File: config.mk
export PLATFORM = sky130hd
export DESIGN_NAME = piece_rotate_commit
export DESIGN_NICKNAME = d
export VERILOG_FILES = /design/src/rtl/piece_rotate_commit.sv
export SDC_FILE = /design/constraint.sdc
export NUM_CORES = 1
export LEC_CHECK = 0
export CORE_AREA = 4 4 95 97
export CTS_BUF_LIST = sky130_fd_sc_hd__clkbuf_8
export CTS_CLUSTER_SIZE = 16
export DETAILED_ROUTE_END_ITERATION = 10
export DIE_AREA = 0 0 99 101
export PLACE_DENSITY = 0.95
export SLEW_MARGIN = 40
export SYNTH_ARGS = -nofsm -noshare
export SYNTH_HDL_FRONTEND = slang
export SYNTH_SLANG_ARGS = --single-unit
File: constraint.sdc
create_clock -name Clk -period 7.5 [get_ports Clk]
set_input_delay 0.75 -clock Clk [delete_from_list [all_inputs] [get_ports Clk]]
set_output_delay 0.75 -clock Clk [all_outputs]
set_load 0.01 [all_outputs]
File: src/rtl/piece_rotate_commit.sv
// Rotation-commit engine: probes four rotated squares against bounds and board, commits only if all legal.
// Latency: done pulses 5 cycles after the rot_req edge; piece registers update one cycle later.
// Backpressure: rot_req ignored while busy; load always wins and aborts any rotation in flight.
module piece_rotate_commit #(
    parameter int BOARD_W = 10,
    parameter int BOARD_H = 20
) (
    input  logic        Clk,
    input  logic        Reset_n,
    input  logic        load,
    input  logic [2:0]  load_shape,
    input  logic [15:0] load_x,
    input  logic [19:0] load_y,
    input  logic        rot_req,
    output logic [2:0]  lk_shape,
    output logic [1:0]  lk_orient,
    output logic [1:0]  lk_sq,
    input  logic [2:0]  lk_dx,
    input  logic [2:0]  lk_dy,
    input  logic [1:0]  lk_orient_next,
    output logic        brd_rd_en,
    output logic [3:0]  brd_rd_x,
    output logic [4:0]  brd_rd_y,
    input  logic        brd_occ,
    output logic [15:0] piece_x,
    output logic [19:0] piece_y,
    output logic [2:0]  piece_shape,
    output logic [1:0]  piece_orient,
    output logic        busy,
    output logic        done,
    output logic        accepted
);

    typedef enum logic [2:0] {
        IDLE   = 3'd0,
        PROBE0 = 3'd1,
        PROBE1 = 3'd2,
        PROBE2 = 3'd3,
        PROBE3 = 3'd4,
        WAIT   = 3'd5,
        FINISH = 3'd6
    } state_t;

    state_t      state_q, state_d;
    logic [15:0] piece_x_q, piece_x_d;
    logic [19:0] piece_y_q, piece_y_d;
    logic [2:0]  shape_q, shape_d;
    logic [1:0]  orient_q, orient_d;
    logic [15:0] cand_x_q, cand_x_d;
    logic [19:0] cand_y_q, cand_y_d;
    logic [1:0]  orient_nxt_q, orient_nxt_d;
    logic        collide_q, collide_d;
    logic        rd_en_q, rd_en_d;

    logic [1:0]        sq;
    logic signed [5:0] cx, cy;
    logic              oob;

    // Probe states are consecutive, so the square index falls out of the state encoding.
    assign sq  = 2'(state_q - PROBE0);
    assign cx  = $signed({2'b00, piece_x_q[4*sq +: 4]}) + $signed({{3{lk_dx[2]}}, lk_dx});
    assign cy  = $signed({1'b0, piece_y_q[5*sq +: 5]}) + $signed({{3{lk_dy[2]}}, lk_dy});
    assign oob = cx[5] || (cx[4:0] >= 5'(BOARD_W)) || cy[5] || (cy[4:0] >= 5'(BOARD_H));

    always_comb begin
        state_d      = state_q;
        piece_x_d    = piece_x_q;
        piece_y_d    = piece_y_q;
        shape_d      = shape_q;
        orient_d     = orient_q;
        cand_x_d     = cand_x_q;
        cand_y_d     = cand_y_q;
        orient_nxt_d = orient_nxt_q;
        collide_d    = collide_q;
        rd_en_d      = 1'b0;
        lk_sq        = 2'd0;
        brd_rd_en    = 1'b0;
        brd_rd_x     = 4'd0;
        brd_rd_y     = 5'd0;
        done         = 1'b0;
        accepted     = 1'b0;

        case (state_q)
            IDLE: begin
                if (rot_req) begin
                    collide_d = 1'b0;
                    state_d   = PROBE0;
                end
            end
            PROBE0, PROBE1, PROBE2, PROBE3: begin
                lk_sq = sq;
                if (oob) begin
                    collide_d = 1'b1;
                end else begin
                    brd_rd_en = 1'b1;
                    brd_rd_x  = cx[3:0];
                    brd_rd_y  = cy[4:0];
                end
                cand_x_d[4*sq +: 4] = cx[3:0];
                cand_y_d[5*sq +: 5] = cy[4:0];
                if (state_q == PROBE0) begin
                    orient_nxt_d = lk_orient_next;
                end else if (rd_en_q && brd_occ) begin
                    collide_d = 1'b1;
                end
                rd_en_d = brd_rd_en;
                state_d = state_t'(state_q + 3'd1);
            end
            WAIT: begin
                if (rd_en_q && brd_occ) begin
                    collide_d = 1'b1;
                end
                state_d = FINISH;
            end
            FINISH: begin
                done     = 1'b1;
                accepted = ~collide_q;
                if (!collide_q) begin
                    piece_x_d = cand_x_q;
                    piece_y_d = cand_y_q;
                    orient_d  = orient_nxt_q;
                end
                state_d = IDLE;
            end
            default: state_d = IDLE;
        endcase

        // A load discards any rotation in progress, including its commit and done pulse.
        if (load) begin
            state_d   = IDLE;
            piece_x_d = load_x;
            piece_y_d = load_y;
            shape_d   = load_shape;
            orient_d  = 2'd0;
            rd_en_d   = 1'b0;
            brd_rd_en = 1'b0;
            done      = 1'b0;
            accepted  = 1'b0;
        end
    end

    always_ff @(posedge Clk or negedge Reset_n) begin
        if (!Reset_n) begin
            state_q      <= IDLE;
            piece_x_q    <= '0;
            piece_y_q    <= '0;
            shape_q      <= '0;
            orient_q     <= '0;
            cand_x_q     <= '0;
            cand_y_q     <= '0;
            orient_nxt_q <= '0;
            collide_q    <= 1'b0;
            rd_en_q      <= 1'b0;
        end else begin
            state_q      <= state_d;
            piece_x_q    <= piece_x_d;
            piece_y_q    <= piece_y_d;
            shape_q      <= shape_d;
            orient_q     <= orient_d;
            cand_x_q     <= cand_x_d;
            cand_y_q     <= cand_y_d;
            orient_nxt_q <= orient_nxt_d;
            collide_q    <= collide_d;
            rd_en_q      <= rd_en_d;
        end
    end

    assign busy         = (state_q != IDLE);
    assign lk_shape     = shape_q;
    assign lk_orient    = orient_q;
    assign piece_x      = piece_x_q;
    assign piece_y      = piece_y_q;
    assign piece_shape  = shape_q;
    assign piece_orient = orient_q;

endmodule
* Yosys cells after proc, flatten, opt, wreduce, memory -nomap -nowiden
Cells that the tools add are included.
** Operators by class
- Muxes and demuxes :: 32
- Equal/unequal tests :: 10
- Add/subtract/negate cells :: 6
- Bitwise gates (word level) :: 1
- $mul :: 1
- Reduce and logical (&&, ||, !) cells :: 12
- Order comparisons :: 2
- Shifts and indexed selects :: 6
** Operators by type and width (number)
- 20-bit two-way mux :: 3
- 16-bit two-way mux :: 3
- 4-bit negator with 34-bit output :: 1
- 5-bit negator with 34-bit output :: 1
- 4-bit by 34-bit variable shift with 16-bit output (first input constant) :: 1
- 5-bit by 34-bit variable shift with 20-bit output (first input constant) :: 1
- 4-bit by 34-bit indexed part select with 16-bit output :: 1
- 5-bit by 34-bit indexed part select with 20-bit output :: 1
- 20-bit bitwise mux :: 1
- 20-bit by 6-bit indexed part select with 5-bit output :: 1
- 16-bit bitwise mux :: 1
- 16-bit by 5-bit indexed part select with 4-bit output :: 1
- 1-bit two-way mux :: 12
- 5-bit two-way mux :: 2
- 3-bit == test (second input constant) :: 3
- 3-bit one-hot mux with 3 select lines :: 1
- 2-bit two-way mux :: 4
- 4-bit two-way mux :: 2
- 5-bit by 3-bit adder with 6-bit output :: 1
- 6-bit by 3-bit adder with 6-bit output :: 1
- 3-bit by 2-bit == test with 1-bit output (second input constant) :: 2
- 3-bit two-way mux :: 2
- 2-bit inequality test (second input constant) :: 3
- 3-bit nonzero test :: 2
- 16 further kinds :: 19
** Storage, ports and cells
- Register bits :: 84
- Word-level logic and storage cells :: 80
- Output and inout bits :: 61

* Longest topological paths before layout
- Depth after elaboration :: 11
- Gate-level depth with buffers :: 14
- Depth with buffers taken out :: 11

* Worst setup path after synthesis
No wires, ideal clock.
- Path kind :: register -> output
- Start point :: register state_q[0]
- End point :: output port brd_rd_en
- Slack :: 2849 ps
- Cell stages (with the launch flop) :: 14
- Path buffers :: 3
- Data arrival time :: 3901 ps
- Cell sequence :: dfrtp_1 buf_2 inv_1 ha_1 clkbuf_1 mux4_2 ha_1 fa_1 xnor2_1 a221oi_1 o211ai_1 o311ai_1 buf_2 nor4_1
** On the way
- Word-level cells in the longest chain between the ends :: 10
- Elaborated cells between the ends (all ways) :: 19
- Those cells by class :: 3 x add/sub; 1 x mul; 2 x order compare; 4 x eq/ne; 2 x shift; 3 x mux; 4 x reduce/logical
** Ends and longest elaborated chain
- start: declaration :: line 44 : state_t state_q, state_d;
- start signal: assignment :: line 155 : state_q <= state_d;
- branches (longest 8 deep; another with 6-bit by 3-bit adder with 6-bit output)
- 1-bit two-way mux (*) :: line 83 : case (state_q)
- 1-bit two-way mux (*) :: line 129 : if (load) begin
- end: declaration :: line 21 : output logic brd_rd_en,
Every way passes the cells marked *.

* Worst setup path in the final report
Ends and elaborated chain as after synthesis.

==> out/metrics.yaml <==
status: "completed"
cp.arrival_ps: 5030
drt_iter0_markers: 555
synth_edf_count: 0
utilization_pct: 69.3
grt_pass1_wl_mm: 20.7
syn_area_per_cell_um2: 10.7
r2r_setup_slack_ps: 3320
nNetsFinal: 568
start_kind: "register"
synth_top_area_cell: "dfrtp_1"
syn_nets: 472
slew_violations: 0
crit_type: "reg2out"
synth_cells: 402
clk_latency_ps: 370
drt-total-wl_mm: 13.2
grt_usage_pct: 26.7
finalCritPeriodShare_pct: 77.1
rsz0062_at_grt: "false"
yosysMostFrequentCell: "dfrtp_1"
top_usage_layer: "met2"
die_w_um: 99
design_area_um2: 5630
hold_class: "in2async"
fin_tns_setup_ps: 0
critPathRequiredTime_ps: 6750
antenna_found_initial: 0
synthTopCellsByArea: "dfrtp_1, mux4_2, a22o_1"
drv_cap: 0
yosys_warnings: 0
globalRouteOverflowTotal: 0
core-area_um2: 8130
slew_headroom_pct: 46.6
gp_congestion: 0.911
numClockSinks: 84
ys.flop_type: "dfrtp_1"
antenna_cells: 0
async_reset_ff_share_pct: 100
drive_above_1_share_pct: 8.37
reg2reg_depth: 11
ys_types: 49
dr.pass1.iters: 9
dp_hpwl_mm: 9.36
fp.dieArea_um2: 10000
num_rows: 33
cts-root-buf: "clkbuf_8"
synth_top_family_by_area: "compound AO/OA/AOI/OAI gates"
yosys_register_bits: 84
cts_buffer_depth: 2
yosys.area_share.simple_pct: 8.59
ir_worst_vdd_v: 0.000166
yosys.area.top_type_share_pct: 48.8
p_leak_uw: 0.00250
r2r-start: "state_q[0]"
synth.mux.area_fraction_pct: 6.01
crit_fanout: 16
worst_slew_pin_slew_ps: 800
synth_compound_area_share_pct: 21.8
syn_area_um2: 4310
grt_max_degree: 85
grtUsageMet3_pct: 7.68
cts_tree: "done"
r2r-end: "collide_q"
routedWlPerCell_um: 21.7
hold_violations: 0
yosysSeqAreaShare_pct: 48.8
setup_viol: 0
first_global_vias: 3931
initial_core_util_pct: 53.0
fin_skew_ps: 12.2
ioPinCount: 113
finalCriticalPeriod_ps: 5780
vias_per_cell: 6.42
via_count: 3894
cts_resized: 0
cts_setup_buffers: 0
nFillCells: 555
grt_use_met1_pct: 33.9
max_freq_ghz: 0.173
cts_buffers: 9
synth_xor_area_share_pct: 1.22
cts.clk_slew.worst_paths_ps: 80
placed_cell_area_um2: 5450
hold_buffers: 0
portBuffers: 112
htreeDepth: 3
cp-end-kind: "output pin"
ant_nets: 0
synthAdderAreaFrac_pct: 5.57
yosys-top-cells-count: "dfrtp_1, inv_1, a21oi_1"
area_delta_synth_final_pct: 30.6
post-route-drc-count: 0
die_y_um: 101
use_met2_pct: 42.1
powerDensity_nw_per_um2: 375
==> per-stage QoR <==
stage	worst slack, ps	std cells	hold WS [ps]	power (uW)
global placement	2100	592	459	1680
global route	1420	607	475	2230
CTS	1420	607	460	2080
detailed placement	1840	592	470	1760
finish	1720	607	406	2110
floorplan	2850	402	444	1390
==> critical path: stages (launching register included) <==
cell	delay, ps
dfrtp_2	680
inv_1	190
ha_1	740
mux4_2	400
ha_1	230
fa_1	420
xnor2_1	390
a221oi_1	140
o211ai_1	150
o311ai_2	270
nor4_1	420
clkdlybuf4s50_1	610
==> registers in the layout, summed over array words and instances, names as in the netlist, 2 cells and up <==
register	cells
cand_y_q	20
piece_y	20
cand_x_q	16
piece_x	16
lk_shape	3
state_q	3
lk_orient	2
orient_nxt_q	2
==> report_power, final <==
group / switching (uW) / internal (uW) / total, uW
clock network: 163 / 150 / 313
logic: 670 / 456 / 1130
registers: 108 / 567 / 675
==> final cells by class <==
cell class / count / area, um2 / share of cell area [%]
inverter: 50 / 188 / 3.33
tap: 105 / 131 / 2.33
clock inverter: 6 / 57.6 / 1.02
clock buffer: 9 / 124 / 2.20
multi-input combinational: 238 / 1880 / 33.4
sequential: 84 / 2100 / 37.3
timing repair buffer: 115 / 1150 / 20.4
==> per-layer routing <==
| layer | part of all wire, % | up-vias |
|---|---|---|
| met5 | 0 | - |
| met4 | 3.4 | 0 |
| met3 | 13 | 49 |
| met2 | 48 | 326 |
| met1 | 36 | 1838 |
| li1 | - | 1681 |
==> placed cells by master (no fill, tap or decap), drive strengths merged, types with 5 or more instances in the layout <==
| master | count |
|---|---|
| a21oi | 26 |
| o21ai | 6 |
| nand2b | 7 |
| o31ai | 9 |
| nor2 | 23 |
| nand2 | 23 |
| ha | 16 |
| o22ai | 20 |
| a222oi | 18 |
| clkdlybuf4s50 | 111 |
| a22o | 23 |
| mux2 | 5 |
| mux4 | 9 |
| dfrtp | 84 |
| inv | 51 |
| nor4 | 10 |
| clkbuf | 10 |
| o41ai | 7 |
==> logic make-up after synthesis <==
| logic type | count (synthesis) |
|---|---|
| adder cells (fa/ha/maj) | 18 |
| AO/OA/AOI/OAI | 125 |
| XOR/XNOR | 6 |
| multiplexers | 14 |
| flip-flops | 84 |
| AND/OR/NAND/NOR | 75 |
| buffers and inverters | 80 |
==> worst max-delay path by stage <==
stage | from | endpoint | slack [ps] | depth (start not counted)
after floorplan | state_q[0] | brd_rd_en | 2850 | 13
after global placement | state_q[0] | brd_rd_en | 2100 | 11
after detailed placement | state_q[0] | brd_rd_en | 1840 | 11
after CTS | state_q[0] | brd_rd_en | 1420 | 11
after global routing | state_q[0] | brd_rd_en | 1420 | 12
final | state_q[0] | brd_rd_en | 1720 | 11
No activity file was read; power rests on OpenSTA's default activity.
